<file path="src/rtl/branch_predict_unit.sv">
// Branch direction predictor: PC-indexed table of saturating counters, read in IF and
// trained in EX, with misprediction detection, recovery PC and saturating statistics.
module branch_predict_unit #(
  parameter int PC_W       = 32,
  parameter int IDX_W      = 6,
  parameter int CNT_W      = 2,
  parameter int TARGET_CHK = 1,
  parameter int STAT_W     = 16
) (
  input  logic              clk,
  input  logic              rst_n,
  input  logic [PC_W-1:0]   if_pc,
  output logic              pred_taken_if,
  input  logic              ex_en,
  input  logic [PC_W-1:0]   ex_pc,
  input  logic              ex_pred_taken,
  input  logic              ex_taken,
  input  logic [PC_W-1:0]   ex_pred_target,
  input  logic [PC_W-1:0]   ex_target,
  output logic              miss,
  output logic [PC_W-1:0]   recovery_pc,
  output logic [STAT_W-1:0] br_count,
  output logic [STAT_W-1:0] miss_count
);

  localparam int ENTRIES = 1 << IDX_W;
  localparam int INIT_I  = (1 << (CNT_W - 1)) - 1;
  localparam logic [CNT_W-1:0] CNT_INIT = INIT_I[CNT_W-1:0];

  function automatic logic [CNT_W-1:0] cnt_train(input logic [CNT_W-1:0] c, input logic up);
    if (up)
      cnt_train = (&c) ? c : c + CNT_W'(1);
    else
      cnt_train = (c == '0) ? c : c - CNT_W'(1);
  endfunction

  function automatic logic [STAT_W-1:0] stat_inc(input logic [STAT_W-1:0] v);
    stat_inc = (&v) ? v : v + STAT_W'(1);
  endfunction

  logic [CNT_W-1:0]  tbl_q [ENTRIES];
  logic [IDX_W-1:0]  if_idx;
  logic [IDX_W-1:0]  ex_idx;
  logic [CNT_W-1:0]  tbl_upd_d;
  logic [STAT_W-1:0] br_count_q, br_count_d;
  logic [STAT_W-1:0] miss_count_q, miss_count_d;
  logic              dir_miss;
  logic              tgt_miss;
  logic              unused_pc_bits;

  assign if_idx = if_pc[IDX_W+1:2];
  assign ex_idx = ex_pc[IDX_W+1:2];
  assign unused_pc_bits = ^{if_pc, ex_pc};

  // IF: zero-latency read of the registered table, no bypass from a same-cycle update
  assign pred_taken_if = tbl_q[if_idx][CNT_W-1];

  // EX: miss detection and recovery address
  assign dir_miss    = (ex_pred_taken != ex_taken);
  assign tgt_miss    = (TARGET_CHK != 0) && ex_taken && ex_pred_taken &&
                       (ex_pred_target != ex_target);
  assign miss        = ex_en && (dir_miss || tgt_miss);
  assign recovery_pc = ex_taken ? ex_target : ex_pc + PC_W'(4);

  always_comb begin
    tbl_upd_d    = cnt_train(tbl_q[ex_idx], ex_taken);
    br_count_d   = br_count_q;
    miss_count_d = miss_count_q;
    if (ex_en) begin
      br_count_d = stat_inc(br_count_q);
      if (miss)
        miss_count_d = stat_inc(miss_count_q);
    end
  end

  // Training and statistics; reset wins over a concurrent update
  always_ff @(posedge clk) begin
    if (!rst_n) begin
      for (int i = 0; i < ENTRIES; i++)
        tbl_q[i] <= CNT_INIT;
      br_count_q   <= '0;
      miss_count_q <= '0;
    end else begin
      if (ex_en)
        tbl_q[ex_idx] <= tbl_upd_d;
      br_count_q   <= br_count_d;
      miss_count_q <= miss_count_d;
    end
  end

  assign br_count   = br_count_q;
  assign miss_count = miss_count_q;

endmodule
</file>
<file path="config.mk">
export PLATFORM = sky130hd
export DESIGN_NAME = branch_predict_unit
export DESIGN_NICKNAME = d
export VERILOG_FILES = /design/src/rtl/branch_predict_unit.sv
export SDC_FILE = /design/constraint.sdc
export NUM_CORES = 1
export LEC_CHECK = 0
export ABC_AREA = 1
export CAP_MARGIN = 15
export CORE_MARGIN = 8
export CORE_UTILIZATION = 35
export DETAILED_ROUTE_END_ITERATION = 8
export HOLD_SLACK_MARGIN = 0.08
export RECOVER_POWER = 50
export SLEW_MARGIN = 25
export SYNTH_ARGS = -nofsm -noshare
export SYNTH_HDL_FRONTEND = slang
export SYNTH_SLANG_ARGS = --single-unit
</file>
<file path="constraint.sdc">
create_clock -name clk -period 2 [get_ports clk]
set_input_delay 0.2 -clock clk [delete_from_list [all_inputs] [get_ports clk]]
set_output_delay 0.2 -clock clk [all_outputs]
set_load 0.01 [all_outputs]
</file>
==> summary.md <==
| Metric | Value |
|---|---|
| Kind of critical path | flip-flop to flip-flop |
| Total grt overflow | 0 |
| Post-route setup slack | -81.4 ps |
| CTS tree | built |
| Placer Congestion | 0.901 |
| Worst-case clock buffer depth | 2 |
| Top cell type's share of synthesized area | 0.360 |
| PwrDens | 596 mW/mm² |
| Synth async-reset ratio | 0 |
| DR WL/cell | 16.9 µm |
| Hold Path Stages | 4 |
| Clk slew on worst S/H paths | 80 ps |
| Die height | 191 µm |
| Cell mode on critical path | nand2_1 |
| Post-synth EDFFs | 128 |
| Final Hold Vio Count | 0 |
| Worst hold margin | 295 ps |
| Maximum clock frequency | 480 MHz |
| Drc violations | 0 |
| Worst Hold Launch | rst_n |
| Crit path capture type | flip-flop |
| Synthesized area per cell | 6.87 µm² |
| WP data arrival | 2270 ps |
| I/O Buffers | 172 |
| Worst reg-to-reg path cell count | 15 |
| Main area contributors after synthesis | edfxtp_1 (36%), nand2_1 (18%), nor2_1 (7.9%) |
| Adder-cell share of the synthesized area | 0.00469 |
| GRT met2 Usage | 0.333 |
| Clk_skew | 17.8 ps |
| Area grow syn2layout | 43.8% |
| Setup-failing EPs final | 116 |
| Crit path cell chain | nand2_1 -> a21oi_1 -> o21ai_1 -> nand2_1 -> nand2_1 -> nand2_1 -> inv_1 -> nand2_1 -> nor2_4 -> nand2_2 -> nand2_4 -> buf_12 -> buf_12 -> buf_16 -> nor2_1 |
| Total GRT Usage | 0.202 |
| Period minus WS final | 2080 ps |
| Crit share post-route | 1.04 |
| CP required | 2190 ps |
| Tot Pwr | 0.00914 W |
| DR vias/cell | 5.04 |
| Setup TNS | -4340 ps |
| Routing usage on met1 | 0.257 |
| Wirelength, routed | 38.8 mm |
| RSZ-0062 raised after global routing | yes |
| Failing checks | negative setup slack |
| Worst hold endpoint | miss_count[0] |
| Mapped Area | 0.0107 mm² |
| Synthesis-stage register bit count | 160 |
| Row count | 64 |
| Leading area contributor after synthesis | edfxtp_1 |
| Clock root buffer | clkbuf_16 |
| Iteration-0 DRC Markers | 1124 |
| R2r startpoint | tbl_q[16][0] |
| Synth Area in Simple Gates | 0.343 |
| Placed Instances | 2224 |
| Post-synth cell types | 39 |
| Cts bufs inserted | 17 |
| Vias in the first global route | 11200 |
| R2R setup slack | -80 ps |
| Actual slew at the worst max-slew pin | 440 ps |
| # IOs | 199 |
| Die X | 191 µm |
| DIE AREA | 0.0363 mm² |
| Compound-Gate Fraction of Synth Area | 0.0928 |
| Initial antenna violation count | 1 |
| Vias | 11600 |
| Worst skew pair latency | 430 ps |
| Initial Util | 0.352 |
| Worst setup path start | tbl_q[16][0] |
| Syn nets | 1690 |
| Detailed placement HPWL | 27.2 mm |
| Largest family of logic cells by synthesized area | simple AND/OR/NAND/NOR gates |
| CP max FO | 8 |
| Met3 Usage GRT | 0.0391 |
| Syn. warnings | 0 |
| Largest net degree at the start of global routing | 79 |
| Peak supply drop | 506 µV |
| Max stage delay on crit path | 400 ps |
| Core area | 0.0303 mm² |
| Post-synthesis instance total | 1553 |
| Number of max-cap violations | 0 |
| TritonRoute pass-1 iters | 5 |
| GRT Max-Usage Layer | met2 |
| Critical Path Start Type | flip-flop |
| Slew Limit Fails | 0 |
| P_leak | 6.46 nW |
| Post-synthesis mux area share | 0 |
| Post-layout net count | 2023 |
| Worst hold path type | input port to flip-flop |
| Synth Area in XOR/XNOR | 0.0394 |
| Critical path's slowest cell | edfxtp_1 |
| First-pass GRT wire length | 58.4 mm |
| Clk sinks | 160 |
| ANT nets after route | 0 |
| Layout cells sized above 1 | 0.185 |
| R2r endpoint | tbl_q[38][1] |
| Post-synthesis sequential area ratio | 0.421 |
| Slew HR | 0.707 |
| Dominant synthesized flop cell | edfxtp_1 |
| Outcome | complete, but fails checks |
| Fin cells | 2296 |
| CTS H-tree depth | 4 |
==> cell usage in the layout, fill, tap and decap left out, drive strengths merged, types with 2 or more instances in the layout <==
cell type      instances
nand3                101
o21ai                 86
a31oi                  2
clkbuf                48
xnor2                 31
clkdlybuf4s50         99
o21a                   4
nand4                 31
nand3b                 3
nor4                   3
xor2                  17
buf                  224
dfxtp                 32
dlymetal6s2s           6
inv                  188
a21oi                 72
nor3                  24
nand2                501
o22ai                  8
edfxtp               128
ha                     4
nor2                 227
or2                    3
dlygate4sd3           14
o31ai                  4
dlygate4sd2           22
clkinv                 4
a211oi                 4
o211ai                 4
==> registers in the layout (all words and copies together) (netlist names) <==
name and cells:
tbl_q 128, br_count 16, miss_count 16
==> final cells by class <==
| class | count | area [µm²] |
|---|---|---|
| Sequential cell | 160 | 4480 |
| Multi-Input combinational cell | 1133 | 5430 |
| Timing Repair Buffer | 393 | 3640 |
| Antenna cell | 1 | 2.50 |
| Inverter | 181 | 683 |
| Clock inverter | 12 | 113 |
| Tap cell | 396 | 495 |
| Fill cell | 2937 | 14900 |
| Clock buffer | 20 | 479 |
==> cells in the mapped netlist (8+ instances only) <==
library cell  number
nand2_1          499
nor2_1           225
inv_1            177
edfxtp_1         128
nand3_1          100
o21ai_0           75
a21oi_1           72
buf_2             34
clkbuf_1          32
dfxtp_1           32
nand4_1           31
xnor2_1           31
nor3_1            21
xor2_1            17
o21ai_1           11
buf_4              9
o22ai_1            8
==> through the flow <==
step                area [µm²]  worst slack [ps]  utilization
floorplan                10700              83.2            -
global placement         14100              -982        0.464
detailed placement       14100              -983        0.464
CTS                      15100             -18.5        0.498
global route             15300              -200        0.506
finish                   15300             -81.4        0.506
==> worst max path at each step <==
| stage | endpoint | cells past startpoint | slack, ps |
|---|---|---|---|
| floorplan | miss_count[6] | 8 | 80 |
| global placement | recovery_pc[26] | 14 | -980 |
| detailed placement | recovery_pc[26] | 14 | -980 |
| CTS | recovery_pc[26] | 15 | -20 |
| global route | tbl_q[45][1] | 15 | -200 |
| finish | tbl_q[38][1] | 15 | -80 |
==> critical path: cells and delay by family, from the launching register on <==
family / cells / cell delay [ps]
simple gates: 9 / 790
compound gates: 2 / 230
flops: 1 / 400
buf+inv: 4 / 410
==> cells by family (layout without fill, tap and decap cells) <==
kind of cell / count (synthesis) / count (layout)
XOR/XNOR: 48 / 48
adder cells (fa/ha/maj): 4 / 4
AND/OR/NAND/NOR: 895 / 895
other: 0 / 1
buffers and inverters: 260 / 606
flip-flops: 160 / 160
AO/OA/AOI/OAI: 186 / 186
==> routing by layer <==
layer	vias to the layer above	part of all wire
li1	5658	-
met1	5344	0.42
met2	490	0.48
met3	82	0.079
met4	0	0.026
met5	-	0
==> power by group <==
part	total (W)	internal, W	switching, W
registers	0.00369	0.00365	0.0000401
logic	0.00214	0.000974	0.00116
clock network	0.00331	0.00179	0.00151
total	0.00914	0.00642	0.00272
==> repair_timing <==
| item | 4_1_cts | 5_1_grt |
|---|---|---|
| resized for setup | 171 | 83 |
| pin swaps | 43 | 47 |
| endpoints found under the setup margin | 170 | 154 |
| setup buffers | 25 | 6 |
| gates cloned | 3 | 6 |
| hold buffers | 0 | 0 |
Power figures use the tool's default switching activity.
